<file path="src/rtl/led_flash_driver_pkg.sv">
// rtl/led_flash_driver_pkg.sv - shared Genius colour, state and timing definitions
package led_flash_driver_pkg;

   // Colour indices shared with the game FSM
   localparam logic [1:0] VERDE    = 2'd0;
   localparam logic [1:0] VERMELHO = 2'd1;
   localparam logic [1:0] AZUL     = 2'd2;
   localparam logic [1:0] AMARELO  = 2'd3;

   // Default timing at 50 MHz: 0.5 s lit, 0.25 s dark
   localparam int DEF_ON_CYCLES  = 25_000_000;
   localparam int DEF_OFF_CYCLES = 12_500_000;

   typedef enum logic [1:0] {
      ST_IDLE = 2'd0,
      ST_ON   = 2'd1,
      ST_GAP  = 2'd2,
      ST_DONE = 2'd3
   } flash_state_t;

   function automatic logic [3:0] led_onehot(input logic [1:0] color);
      logic [3:0] mask;
      case (color)
         VERDE:    mask = 4'b0001;
         VERMELHO: mask = 4'b0010;
         AZUL:     mask = 4'b0100;
         AMARELO:  mask = 4'b1000;
         default:  mask = 4'b0000;
      endcase
      return mask;
   endfunction

endpackage

</file>
<file path="src/rtl/cycle_timer.sv">
// rtl/cycle_timer.sv - loadable down-counter with zero flag
module cycle_timer #(
   parameter int CNT_W = 8
) (
   input  logic             clk,
   input  logic             rst,
   input  logic             load,
   input  logic [CNT_W-1:0] load_value,
   output logic             zero
);

   logic [CNT_W-1:0] count_q;

   // Holds at zero once expired so an idle owner sees a stable flag
   always_ff @(posedge clk) begin
      if (rst) begin
         count_q <= '0;
      end else if (load) begin
         count_q <= load_value;
      end else if (count_q != '0) begin
         count_q <= count_q - 1'b1;
      end
   end

   assign zero = (count_q == '0);

endmodule

</file>
<file path="src/rtl/led_flash_driver.sv">
// rtl/led_flash_driver.sv - turns a start pulse into one timed LED flash plus dark gap
module led_flash_driver
   import led_flash_driver_pkg::*;
#(
   parameter int ON_CYCLES  = DEF_ON_CYCLES,
   parameter int OFF_CYCLES = DEF_OFF_CYCLES
) (
   input  logic       clk,
   input  logic       rst,
   input  logic       start,
   input  logic [1:0] color,
   output logic [3:0] leds,
   output logic       busy,
   output logic       done
);

   localparam int CNT_MAX = (ON_CYCLES > OFF_CYCLES) ? ON_CYCLES : OFF_CYCLES;
   localparam int CNT_W   = $clog2(CNT_MAX + 1);
   localparam logic [CNT_W-1:0] ON_LOAD  = CNT_W'(ON_CYCLES - 1);
   localparam logic [CNT_W-1:0] OFF_LOAD = (OFF_CYCLES > 0) ? CNT_W'(OFF_CYCLES - 1) : '0;

   flash_state_t     state_q, state_d;
   logic [1:0]       color_q, color_d;
   logic             tmr_load;
   logic [CNT_W-1:0] tmr_value;
   logic             tmr_zero;

   cycle_timer #(
      .CNT_W (CNT_W)
   ) u_timer (
      .clk        (clk),
      .rst        (rst),
      .load       (tmr_load),
      .load_value (tmr_value),
      .zero       (tmr_zero)
   );

   always_comb begin
      state_d   = state_q;
      color_d   = color_q;
      tmr_load  = 1'b0;
      tmr_value = ON_LOAD;
      case (state_q)
         ST_IDLE: begin
            if (start) begin
               state_d   = ST_ON;
               color_d   = color;
               tmr_load  = 1'b1;
               tmr_value = ON_LOAD;
            end
         end
         ST_ON: begin
            if (tmr_zero) begin
               if (OFF_CYCLES > 0) begin
                  state_d   = ST_GAP;
                  tmr_load  = 1'b1;
                  tmr_value = OFF_LOAD;
               end else begin
                  state_d = ST_DONE;
               end
            end
         end
         ST_GAP: begin
            if (tmr_zero) begin
               state_d = ST_DONE;
            end
         end
         ST_DONE: begin
            state_d = ST_IDLE;
         end
         default: begin
            state_d = ST_IDLE;
         end
      endcase
   end

   // Outputs are derived from the next state so they line up with the state register
   always_ff @(posedge clk) begin
      if (rst) begin
         state_q <= ST_IDLE;
         color_q <= 2'd0;
         leds    <= 4'b0000;
         busy    <= 1'b0;
         done    <= 1'b0;
      end else begin
         state_q <= state_d;
         color_q <= color_d;
         leds    <= (state_d == ST_ON) ? led_onehot(color_d) : 4'b0000;
         busy    <= (state_d != ST_IDLE);
         done    <= (state_d == ST_DONE);
      end
   end

endmodule

</file>
<file path="config.mk">
export PLATFORM = sky130hd
export DESIGN_NAME = led_flash_driver
export DESIGN_NICKNAME = d
export VERILOG_FILES = /design/src/rtl/led_flash_driver_pkg.sv /design/src/rtl/cycle_timer.sv /design/src/rtl/led_flash_driver.sv
export SDC_FILE = /design/constraint.sdc
export NUM_CORES = 1
export LEC_CHECK = 0
export CAP_MARGIN = 40
export CORE_ASPECT_RATIO = 1.4
export CORE_MARGIN = 2
export CORE_UTILIZATION = 40
export CTS_CLUSTER_SIZE = 8
export DETAILED_ROUTE_END_ITERATION = 12
export PLACE_DENSITY = 0.59
export SETUP_SLACK_MARGIN = 0.1
export SYNTH_ARGS = -nofsm -noshare
export SYNTH_HDL_FRONTEND = slang
export SYNTH_SLANG_ARGS = --single-unit
export TNS_END_PERCENT = 20
</file>
<file path="constraint.sdc">
create_clock -name clk -period 1.88 [get_ports clk]
set_input_delay 0.376 -clock clk [delete_from_list [all_inputs] [get_ports clk]]
set_output_delay 0.376 -clock clk [all_outputs]
set_load 0.02 [all_outputs]
</file>
# [Yosys cells after proc, flatten, opt, wreduce, memory -nomap -nowiden]
# Index checks and enable logic that the tools add are counted.
[totals] reg_bits=35 latch_bits=0 mem_bits_rw=0 mem_bits_ro=0 input_bits=5 wordCells=37 n_memories=0
[classes] add_sub_neg=1 multipliers=0 div_mod_pow=0 order_cmp=0 n_eq_ne=8 shifts=0 n_mux=14 n_bitwise=1 n_reduce_logical=7
[op_table] cell="25-bit 2-to-1 mux" n=4
[op_table] cell="25-bit zero test" n=1
[op_table] cell="25-bit nonzero test" n=1
[op_table] cell="25-bit by 1-bit subtractor with 25-bit output, second input constant" n=1
[op_table] cell="4-bit case mux with 4 select lines" n=1
[op_table] cell="2-bit equality test, second input constant" n=5
[op_table] cell="2-bit 2-to-1 mux" n=5
[op_table] cell="2-bit case mux with 4 select lines" n=1
[op_table] cell="2-bit by 1-bit equality test with 1-bit output, second input constant" n=3
[op_table] cell="2-bit zero test" n=2
[op_table] cell="2-bit nonzero test" n=2
[op_table] cell="1-bit 2-to-1 mux" n=2
[op_table] cell="1-bit case mux with 2 select lines" n=1
[op_table] cell="2-bit OR reduction" n=1
[op_table] cell="1-bit inverter" n=1

# [Longest topological paths before layout]
# Gate-level depths: netlist (run 1).
[depth] depth_word=6 depth_mapped=8

# [Hierarchy]
# Synthesis (run 1) repeated with hierarchy kept, for this count alone.
[hier_totals] hier_cells=198 hier_area_um2=1791.7
[modules_own_cells] mod="cycle_timer" n_inst=1 cells_each=155 area_each_um2=1350.0
[modules_own_cells] mod="led_flash_driver" n_inst=1 cells_each=43 area_each_um2=441.7

# [Worst setup path after synthesis (run 1)]
# No wires, ideal clock.
[synth_timing] path_type="flip-flop to flip-flop" from="register u_timer.count_q[0]" to="register u_timer.count_q[15]" t_arrival_ns=1.802 required_time_ns=1.764 slack_ns=-0.039 path_stages_with_launch=8 period_less_slack_ns=1.919 cell_sequence="dfxtp_1 > inv_1 > ha_1 > nor4b_4 > nand3_4 > or2_1 > mux2_1 > o211a_1"
[synth_between] elab_chain_cells=4
[synth_rtl] element="start, declared" line_no="cycle_timer.sv:12" rtl="logic [CNT_W-1:0] count_q;"
[synth_rtl] element="start signal, assigned" line_no="cycle_timer.sv:19" rtl="count_q <= load_value;"
[synth_rtl] element="start signal, assigned" line_no="cycle_timer.sv:21" rtl="count_q <= count_q - 1'b1;"
[synth_rtl] element="branches (longest 4 deep; another with 25-bit by 1-bit subtractor with 25-bit output)"
# Parallel ways; which one is timed is not known. The select of a mux whose other input is x is not followed.
# A chain may end at the register's enable or synchronous reset.

# [Worst setup path after layout (run 1)]
# Ends and elaborated chain as after synthesis.

==> results.sh, run 1 <==
export IMPL_status="finished clean"
export IMPL_worst_slew_pin_slew_ns=0.605
export IMPL_holdPathStages=2
export IMPL_ff_latch_area_um2=703
export IMPL_synth_seq_area_share_pct=40.5
export IMPL_timing_fmax_mhz=535
export IMPL_grt_usage_pct=19.2
export IMPL_clock_skew_ns=0.00279
export IMPL_syn_avg_cell_area_um2=8.97
export IMPL_grt_overflow_total=0
export IMPL_clock_root_buffer="clkbuf_8"
export IMPL_grt_pass1_wl_um=7110
export IMPL_grt_pass1_vias=1547
export IMPL_synth_most_common_cell="dfxtp_1"
export IMPL_cts_sinks=35
export IMPL_async_reset_ff_share_pct=0
export IMPL_h_tree_depth=2
export IMPL_critical_path_endpoint_type="flip-flop"
export IMPL_ys_types=49
export IMPL_fin_hold_ws_ns=0.493
export IMPL_via_count=1622
export IMPL_cp_start_kind="flip-flop"
export IMPL_routedWlPerCell_um=15.7
export IMPL_synth_edff_count=0
export IMPL_drv_slew=0
export IMPL_crit_arrival_ns=2.05
export IMPL_path_class="flip-flop to flip-flop"
export IMPL_cts_tree="yes"
export IMPL_die_area_um2=4880
export IMPL_clk_path_buf_depth=2
export IMPL_placed_area_um2=2060
export IMPL_synth_common_cells="dfxtp_1, nor2_1, a21oi_1"
export IMPL_grt_setup_unrepaired="true"
export IMPL_num_rows=28
export IMPL_antenna_found_initial=0
export IMPL_ir_drop_uv=530
export IMPL_ioPinCount=11
export IMPL_clk_pin_slew_ns=0.07
export IMPL_die_w_um=59.6
export IMPL_drv_cap=0
export IMPL_drtPass1Iterations=4
export IMPL_nNetsFinal=244
export IMPL_finalWirelength_um=4470
export IMPL_grt_max_degree=22
export IMPL_synth_area_leader_cell="dfxtp_1"
export IMPL_core_um2=4200
export IMPL_finalInstanceArea_um2=2350
export IMPL_final_setup_tns_ns=0
export IMPL_fin_crit_sh_pct=99.4
export IMPL_drive_above_1_share_pct=31.8
export IMPL_fill_cells=367
export IMPL_slew_headroom_pct=59.6
export IMPL_place_ws_ns=-0.0748
export IMPL_synthTopCellsByArea="dfxtp_1, a21oi_1, nor2_1"
export IMPL_netlist_area_leader_share_pct=40.5
export IMPL_ys_flop_type="dfxtp_1"
export IMPL_synth_warnings=0
export IMPL_worst_slack_ns=0.0116
export IMPL_post_route_util_pct=56.0
export IMPL_first_iter_violations=35
export IMPL_hold_viol_final=0
export IMPL_cts_buffers=5
export IMPL_dp_hpwl_um=3220
export IMPL_worstRegToRegCells=8
export IMPL_finalCriticalPeriod_ns=1.87
export IMPL_syn_to_final_growth_pct=36.0
export IMPL_synth_area_um2=1730
export IMPL_p_per_area_nw_per_um2=865
export IMPL_min_path_type="flip-flop to flip-flop"
export IMPL_leakage_nw=0.885
export IMPL_multi_input_area_um2=1080
export IMPL_netlist_instances=193
export IMPL_clock_latency_ns=0.29
export IMPL_port_buffers=10
export IMPL_vias_per_cell=5.71
export IMPL_die_h_um=81.8
export IMPL_drc=0
export IMPL_ys_ff_latch=35
export IMPL_antenna_cells=0
export IMPL_setup_viol=0
export IMPL_required_ns=2.06
export IMPL_cp_max_fo=5
export IMPL_globalplace_congestion=0.887
export IMPL_initial_core_util_pct=41.2
export IMPL_ant_nets=0
export IMPL_syn_nets=199
export IMPL_reg2reg_slack_ns=0.01
[metrics by stage]
step / total power [mW] / std cells
floorplan: 1.18 / 193
global placement: 1.35 / 266
detailed placement: 1.37 / 266
CTS: 1.98 / 279
global route: 2.14 / 284
finish: 2.04 / 284
[cell type report]
type / instances / share of cell area (%)
timing repair buffer: 45 / 16.6
tap: 45 / 2.39
inverter: 6 / 0.957
sequential: 35 / 29.9
multi-input combinational: 145 / 45.9
clock buffer: 8 / 4.25
[sequential cells by signal, indices dropped and copies added (netlist names)]
name / flops
state_q: 2
leds: 4
busy: 1
u_timer.count_q: 25
done: 1
color_q: 2
[cell usage in the layout, fill, tap and decap left out, types with 5 or more instances in the layout]
cell / n
dfxtp_1: 33
buf_4: 30
nor2_1: 20
a21oi_1: 13
nand2_1: 11
clkdlybuf4s50_1: 10
nor3_1: 9
xor2_1: 8
clkbuf_8: 7
or3_1: 6
a31oi_1: 5
a21oi_2: 5
[timing repair]
item | 4_1_cts | 5_1_grt
hold buffers | 0 | 0
pin swaps | 2 | 12
endpoints found under the setup margin | 27 | 31
buffers inserted | 5 | 4
cloned | 0 | 2
resized for setup | 6 | 25
[final timing paths]
check                                    from                                to
max           u_timer.count_q[0]$_SDFFE_PP0P_  u_timer.count_q[15]$_SDFFE_PP0P_
min          u_timer.count_q[24]$_SDFFE_PP0P_  u_timer.count_q[24]$_SDFFE_PP0P_
max reg2reg   u_timer.count_q[0]$_SDFFE_PP0P_  u_timer.count_q[15]$_SDFFE_PP0P_
min reg2reg  u_timer.count_q[24]$_SDFFE_PP0P_  u_timer.count_q[24]$_SDFFE_PP0P_
[critical path: stages, from the launching register on]
cell	delay [ns]
dfxtp_2	0.33
inv_2	0.07
ha_4	0.14
nor4b_4	0.18
buf_4	0.19
nand3_4	0.09
or2_4	0.26
mux2_4	0.29
o211a_1	0.21
[cell families after synthesis]
kind of cell | Yosys count | synth area share (%)
xor gates and xnor gates | 12 | 6.07
AOI/OAI and AO/OA | 50 | 18.1
and+or+nand+nor | 77 | 27.7
buffers and inverters | 14 | 4.55
muxes | 4 | 2.39
DFF | 35 | 40.5
adders and majority gates | 1 | 0.723
[routing by layer]
metal | GRT usage [%] | up-vias | wire length [µm]
li1 | - | 800 | -
met1 | 21.5 | 783 | 1800
met2 | 35.7 | 27 | 2450
met3 | 3.94 | 12 | 112
met4 | 6.00 | 0 | 96
met5 | 0 | - | 0
[where the power goes]
| group | total (mW) | internal [mW] | switching [mW] |
|---|---|---|---|
| clock | 0.597 | 0.334 | 0.263 |
| sequential | 0.879 | 0.804 | 0.0751 |
| combinational | 0.560 | 0.277 | 0.283 |
Note: power is estimated with default switching activity, not from simulation.
==> inputs of run 2 (changes only) <==
--- a/config.mk
+++ b/config.mk
@@ -8,10 +8,10 @@
 export CAP_MARGIN = 40
 export CORE_ASPECT_RATIO = 1.4
 export CORE_MARGIN = 2
-export CORE_UTILIZATION = 40
+export CORE_UTILIZATION = 45
 export CTS_CLUSTER_SIZE = 8
 export DETAILED_ROUTE_END_ITERATION = 12
-export PLACE_DENSITY = 0.59
+export PLACE_DENSITY = 0.65
 export SETUP_SLACK_MARGIN = 0.1
 export SYNTH_ARGS = -nofsm -noshare
 export SYNTH_HDL_FRONTEND = slang
==> run 2 against run 1 <==
  * Wire length grew 2.9%
  * Non-clock buffer count is 8 lower
  * Die area down 10%
  * Critical endpoint is now u_timer.count_q[0]$_SDFFE_PP0P_
  * Largest power group unchanged
  * Highest routed layer unchanged
==> results.sh, run 2 (same netlist as run 1, synthesis figures left out) <==
export IMPL_leakage_nw=0.869
export IMPL_setup_viol=0
export IMPL_core_um2=3680
export IMPL_required_ns=2.10
export IMPL_first_iter_violations=48
export IMPL_grt_setup_unrepaired="true"
export IMPL_worst_slew_pin_slew_ns=0.603
export IMPL_slew_headroom_pct=59.7
export IMPL_ant_nets=0
export IMPL_timing_fmax_mhz=536
export IMPL_ioPinCount=11
export IMPL_antenna_cells=0
export IMPL_drc=0
export IMPL_hold_buffers=0
export IMPL_final_common_cell="dfxtp_1"
export IMPL_clk_pin_slew_ns=0.07
export IMPL_nNetsFinal=236
export IMPL_h_tree_depth=2
export IMPL_clock_latency_ns=0.30
export IMPL_drv_cap=0
export IMPL_drv_slew=0
export IMPL_cts_sinks=35
export IMPL_cp_max_fo=6
export IMPL_fill_cells=316
export IMPL_clock_root_buffer="clkbuf_8"
export IMPL_clk_path_buf_depth=2
export IMPL_finalInstanceArea_um2=2340
export IMPL_routedWlPerCell_um=16.8
export IMPL_cts_tree="yes"
export IMPL_cts_buffers=5
export IMPL_grt_pass1_wl_um=7090
export IMPL_antenna_found_initial=0
export IMPL_most_common_layout_cells="dfxtp_1, buf_4, nor2_1"
export IMPL_drive_above_1_share_pct=29.4
export IMPL_finalCriticalPeriod_ns=1.86
export IMPL_port_buffers=10
export IMPL_p_per_area_nw_per_um2=901
export IMPL_top_regs="u_timer.count_q: 25 flops, leds: 4 flops"
export IMPL_globalplace_congestion=0.881
export IMPL_status="finished clean"
export IMPL_grt_overflow_total=0
export IMPL_drtPass1Iterations=4
export IMPL_initial_core_util_pct=47.1
export IMPL_ir_drop_uv=636
export IMPL_fin_crit_sh_pct=99.2
export IMPL_critical_path_endpoint_type="flip-flop"
export IMPL_crit_arrival_ns=2.09
export IMPL_regMostFlops="u_timer.count_q"
export IMPL_via_count=1608
export IMPL_path_class="flip-flop to flip-flop"
export IMPL_ff_latch_area_um2=706
export IMPL_die_h_um=77.4
export IMPL_finalWirelength_um=4600
export IMPL_min_path_type="flip-flop to flip-flop"
export IMPL_grt_pass1_vias=1540
export IMPL_largest_reg_flops=25
export IMPL_cp_start_kind="flip-flop"
export IMPL_hold_viol_final=0
export IMPL_num_rows=26
export IMPL_final_setup_tns_ns=0
export IMPL_syn_to_final_growth_pct=35.5
export IMPL_die_w_um=56.4
export IMPL_fin_total_pwr_mw=2.11
export IMPL_placed_area_um2=1970
export IMPL_multi_input_area_um2=1120
export IMPL_grt_max_degree=19
export IMPL_die_area_um2=4360
export IMPL_vias_per_cell=5.89
export IMPL_dp_hpwl_um=2980
export IMPL_clock_skew_ns=0.00806
export IMPL_grt_usage_pct=20.7
run 2: per-layer routing:
metal / track usage, % / vias to the layer above / part of all wire (%)
met3: 4.83 / 9 / 2.6
met2: 37.5 / 25 / 54
met1: 22.9 / 799 / 41
li1: - / 775 / -
met5: 0 / - / 0
met4: 7.86 / 0 / 1.8
run 2: area by class of cell:
cell class / instances / share of cell area (%)
clock buffer: 5 / 2.93
clock inverter: 3 / 1.87
inverter: 6 / 0.961
multi-input combinational: 145 / 47.9
sequential: 35 / 30.1
tap: 42 / 2.24
timing repair buffer: 37 / 14.0
run 2: final timing paths:
| kind | startpoint | end | slack (ns) | cells after the start |
|---|---|---|---|---|
| worst max-delay path | u_timer.count_q[0]$_SDFFE_PP0P_ | u_timer.count_q[0]$_SDFFE_PP0P_ | 0.02 | 8 |
| worst min-delay path | u_timer.count_q[13]$_SDFFE_PP0P_ | u_timer.count_q[13]$_SDFFE_PP0P_ | 0.52 | 2 |
| worst max register to register | u_timer.count_q[0]$_SDFFE_PP0P_ | u_timer.count_q[0]$_SDFFE_PP0P_ | 0.02 | 8 |
| worst min register to register | u_timer.count_q[13]$_SDFFE_PP0P_ | u_timer.count_q[13]$_SDFFE_PP0P_ | 0.52 | 2 |
run 2: report_power, final:
group	internal, mW	switching (mW)
clock	0.395	0.289
sequential	0.803	0.0838
combinational	0.255	0.287
total	1.45	0.659
run 2: per-stage QoR:
step	worst slack [ns]	hold WS, ns	std cells	util (%)
floorplan	0.0242	0.462	193	-
global route	-0.0566	0.542	273	63.8
finish	0.0156	0.518	273	63.8
global placement	0.0277	0.473	254	53.7
detailed placement	-0.0255	0.492	254	53.7
CTS	0.0374	0.500	266	57.9
run 2: what timing repair did:
| item | CTS | global route |
|---|---|---|
| gates resized for setup | 6 | 28 |
| setup endpoints to repair | 21 | 30 |
| cloned | 0 | 2 |
| setup buffers | 4 | 8 |
| pin swaps | 6 | 17 |
run 2: worst max-delay path, cell delays in order, from the launching register on:
cell and delay (ns):
dfxtp_2 0.34, inv_2 0.07, ha_4 0.14, nor4b_4 0.19, buf_4 0.18, and4_4 0.26, a41oi_4 0.13, clkdlybuf4s15_2 0.33
a21oi_1 0.16
==> inputs of run 3 (changes only) <==
--- a/config.mk
+++ b/config.mk
@@ -8,10 +8,10 @@
 export CAP_MARGIN = 40
 export CORE_ASPECT_RATIO = 1.4
 export CORE_MARGIN = 2
-export CORE_UTILIZATION = 45
+export CORE_UTILIZATION = 52
 export CTS_CLUSTER_SIZE = 8
 export DETAILED_ROUTE_END_ITERATION = 12
-export PLACE_DENSITY = 0.65
+export PLACE_DENSITY = 0.73
 export SETUP_SLACK_MARGIN = 0.1
 export SYNTH_ARGS = -nofsm -noshare
 export SYNTH_HDL_FRONTEND = slang
==> run 3 against run 2 <==
  * First-iteration DRC count rose by 17%
  * Die area fell by 13%
  * Clock power rose by 16%
  * Cell area fell by 0.96%
  * Maximum frequency fell by 4.7%
  * Non-clock buffer count rose by 4
  * Largest power group unchanged
  * The flow now finishes with violations (negative setup slack)
  * Critical path depth rose by 1
  * Sequential power barely moved
==> results.sh, run 3 (same netlist as run 1, synthesis figures left out) <==
export IMPL_status="complete, but fails checks"
export IMPL_violations="negative setup slack"
export IMPL_hold_viol_final=0
export IMPL_drv_slew=0
export IMPL_hold_buffers=0
export IMPL_final_cells=273
export IMPL_antenna_cells=0
export IMPL_first_iter_violations=56
export IMPL_slew_headroom_pct=63.0
export IMPL_drive_above_1_share_pct=29.5
export IMPL_grt_usage_pct=24.4
export IMPL_placed_area_um2=2000
export IMPL_crit_arrival_ns=2.12
export IMPL_drtPass1Iterations=4
export IMPL_cts_buffers=5
export IMPL_fin_hold_ws_ns=0.512
export IMPL_ioPinCount=11
export IMPL_reg2reg_slack_ns=-0.08
export IMPL_critical_path_endpoint_type="flip-flop"
export IMPL_timing_fmax_mhz=511
export IMPL_holdPathEnd="u_timer.count_q[24]$_SDFFE_PP0P_"
export IMPL_worst_slack_ns=-0.0753
export IMPL_syn_to_final_growth_pct=34.2
export IMPL_cp_start_kind="flip-flop"
export IMPL_initial_core_util_pct=54.9
export IMPL_regMostFlops="u_timer.count_q"
export IMPL_holdPathStages=2
export IMPL_clock_latency_ns=0.29
export IMPL_grt_max_degree=14
export IMPL_grt_overflow_total=0
export IMPL_core_um2=3150
export IMPL_ir_drop_uv=722
export IMPL_routedWlPerCell_um=16.9
export IMPL_finalInstanceArea_um2=2320
export IMPL_cp_max_fo=6
export IMPL_top_regs="u_timer.count_q: 25 flops, leds: 4 flops"
export IMPL_port_buffers=10
export IMPL_ant_nets=0
export IMPL_clock_root_buffer="clkbuf_8"
export IMPL_slowest_stage="dfxtp_2"
export IMPL_setup_viol=5
export IMPL_post_route_util_pct=73.7
export IMPL_fill_cells=239
export IMPL_drc=0
export IMPL_most_common_layout_cells="dfxtp_1, buf_4, nor2_1"
export IMPL_die_w_um=52.8
export IMPL_hold_path_startpoint="u_timer.count_q[24]$_SDFFE_PP0P_"
export IMPL_clk_pin_slew_ns=0.07
export IMPL_globalplace_congestion=0.925
export IMPL_rr_startpoint="u_timer.count_q[0]$_SDFFE_PP0P_"
export IMPL_path_cells="inv_2 > ha_4 > nor4b_4 > buf_4 > nand3_4 > buf_12 > o21ai_1 > xor2_1 > a21oi_1"
export IMPL_via_count=1689
export IMPL_ff_latch_area_um2=704
export IMPL_die_area_um2=3810
export IMPL_leakage_nw=0.889
export IMPL_final_common_cell="dfxtp_1"
export IMPL_r2r_end="u_timer.count_q[11]$_SDFFE_PP0P_"
export IMPL_grt_pass1_vias=1595
export IMPL_worst_slew_pin_slew_ns=0.553
export IMPL_finalCriticalPeriod_ns=1.96
export IMPL_grt_setup_unrepaired="true"
export IMPL_clk_path_buf_depth=2
export IMPL_finalWirelength_um=4620
export IMPL_antenna_found_initial=0
export IMPL_path_buf_inv=3
export IMPL_clock_skew_ns=0.00548
export IMPL_path_class="flip-flop to flip-flop"
export IMPL_drv_cap=0
export IMPL_cts_sinks=35
export IMPL_worstRegToRegCells=9
export IMPL_largest_reg_flops=25
export IMPL_dp_cells=254
export IMPL_min_path_type="flip-flop to flip-flop"
export IMPL_num_rows=24
export IMPL_multi_input_area_um2=1050
export IMPL_h_tree_depth=2
export IMPL_dp_hpwl_um=2930
export IMPL_nNetsFinal=239
export IMPL_p_per_area_nw_per_um2=956
export IMPL_cts_tree="yes"
export IMPL_grt_pass1_wl_um=6990
export IMPL_slowest_delay_ns=0.33
export IMPL_die_h_um=72.3
export IMPL_vias_per_cell=6.19
export IMPL_crit_family="buffers and inverters"
export IMPL_required_ns=2.04
export IMPL_fin_crit_sh_pct=104
-- run 3: how the worst max path moves through the flow --
stage	startpoint	to	depth (start not counted)	slack (ns)
after floorplan	u_timer.count_q[0]$_SDFFE_PP0P_	u_timer.count_q[15]$_SDFFE_PP0P_	7	0.02
after global placement	start	leds[2]$_SDFF_PP0_	5	-0.003
after detailed placement	start	leds[2]$_SDFF_PP0_	5	-0.09
after CTS	u_timer.count_q[1]$_SDFFE_PP0P_	u_timer.count_q[12]$_SDFFE_PP0P_	8	0.04
after global routing	u_timer.count_q[0]$_SDFFE_PP0P_	u_timer.count_q[11]$_SDFFE_PP0P_	9	-0.13
final	u_timer.count_q[0]$_SDFFE_PP0P_	u_timer.count_q[11]$_SDFFE_PP0P_	9	-0.08
-- run 3: through the flow --
stage	TNS (ns)	setup slack, ns	total power, mW
2_1_floorplan	0	0.0242	1.18
3_3_place_gp	-0.00327	-0.00327	1.31
3_5_place_dp	-0.157	-0.0922	1.33
4_1_cts	0	0.0375	2.13
5_1_grt	-1.11	-0.132	2.31
6_report	-0.171	-0.0753	2.22
-- run 3: what timing repair did --
item / 4_1_cts / 5_1_grt
hold endpoints to repair: 0 / 0
endpoints found under the setup margin: 23 / 31
buffers inserted: 2 / 8
gates resized for setup: 5 / 25
pin swaps: 3 / 21
gates cloned: 0 / 1
-- run 3: per-layer routing --
metal	up-vias	share of wire [%]	GRT usage, %
li1	791	-	-
met1	847	41	28.9
met2	39	53	41.8
met3	12	3.3	4.53
met5	-	0	0
met4	0	2.3	11.1
-- run 3: final cells by class --
class / count / share of cell area [%]
flip-flops and latches: 35 / 30.3
repair buffers: 41 / 15.5
clock inverters: 2 / 2.59
multi-input cells: 144 / 45.4
inverters: 6 / 0.970
well taps: 39 / 2.10
clock buffers: 6 / 3.12
-- run 3: tightest hold or removal path: cells and delay by family (launching register included) --
kind	cells	cell delay [ns]
AO/OA/AOI/OAI	2	0.13
flip-flops	1	0.33
-- run 3: power by group --
part / internal, mW / switching, mW
clock: 0.530 / 0.263
sequential: 0.804 / 0.0837
combinational: 0.262 / 0.278
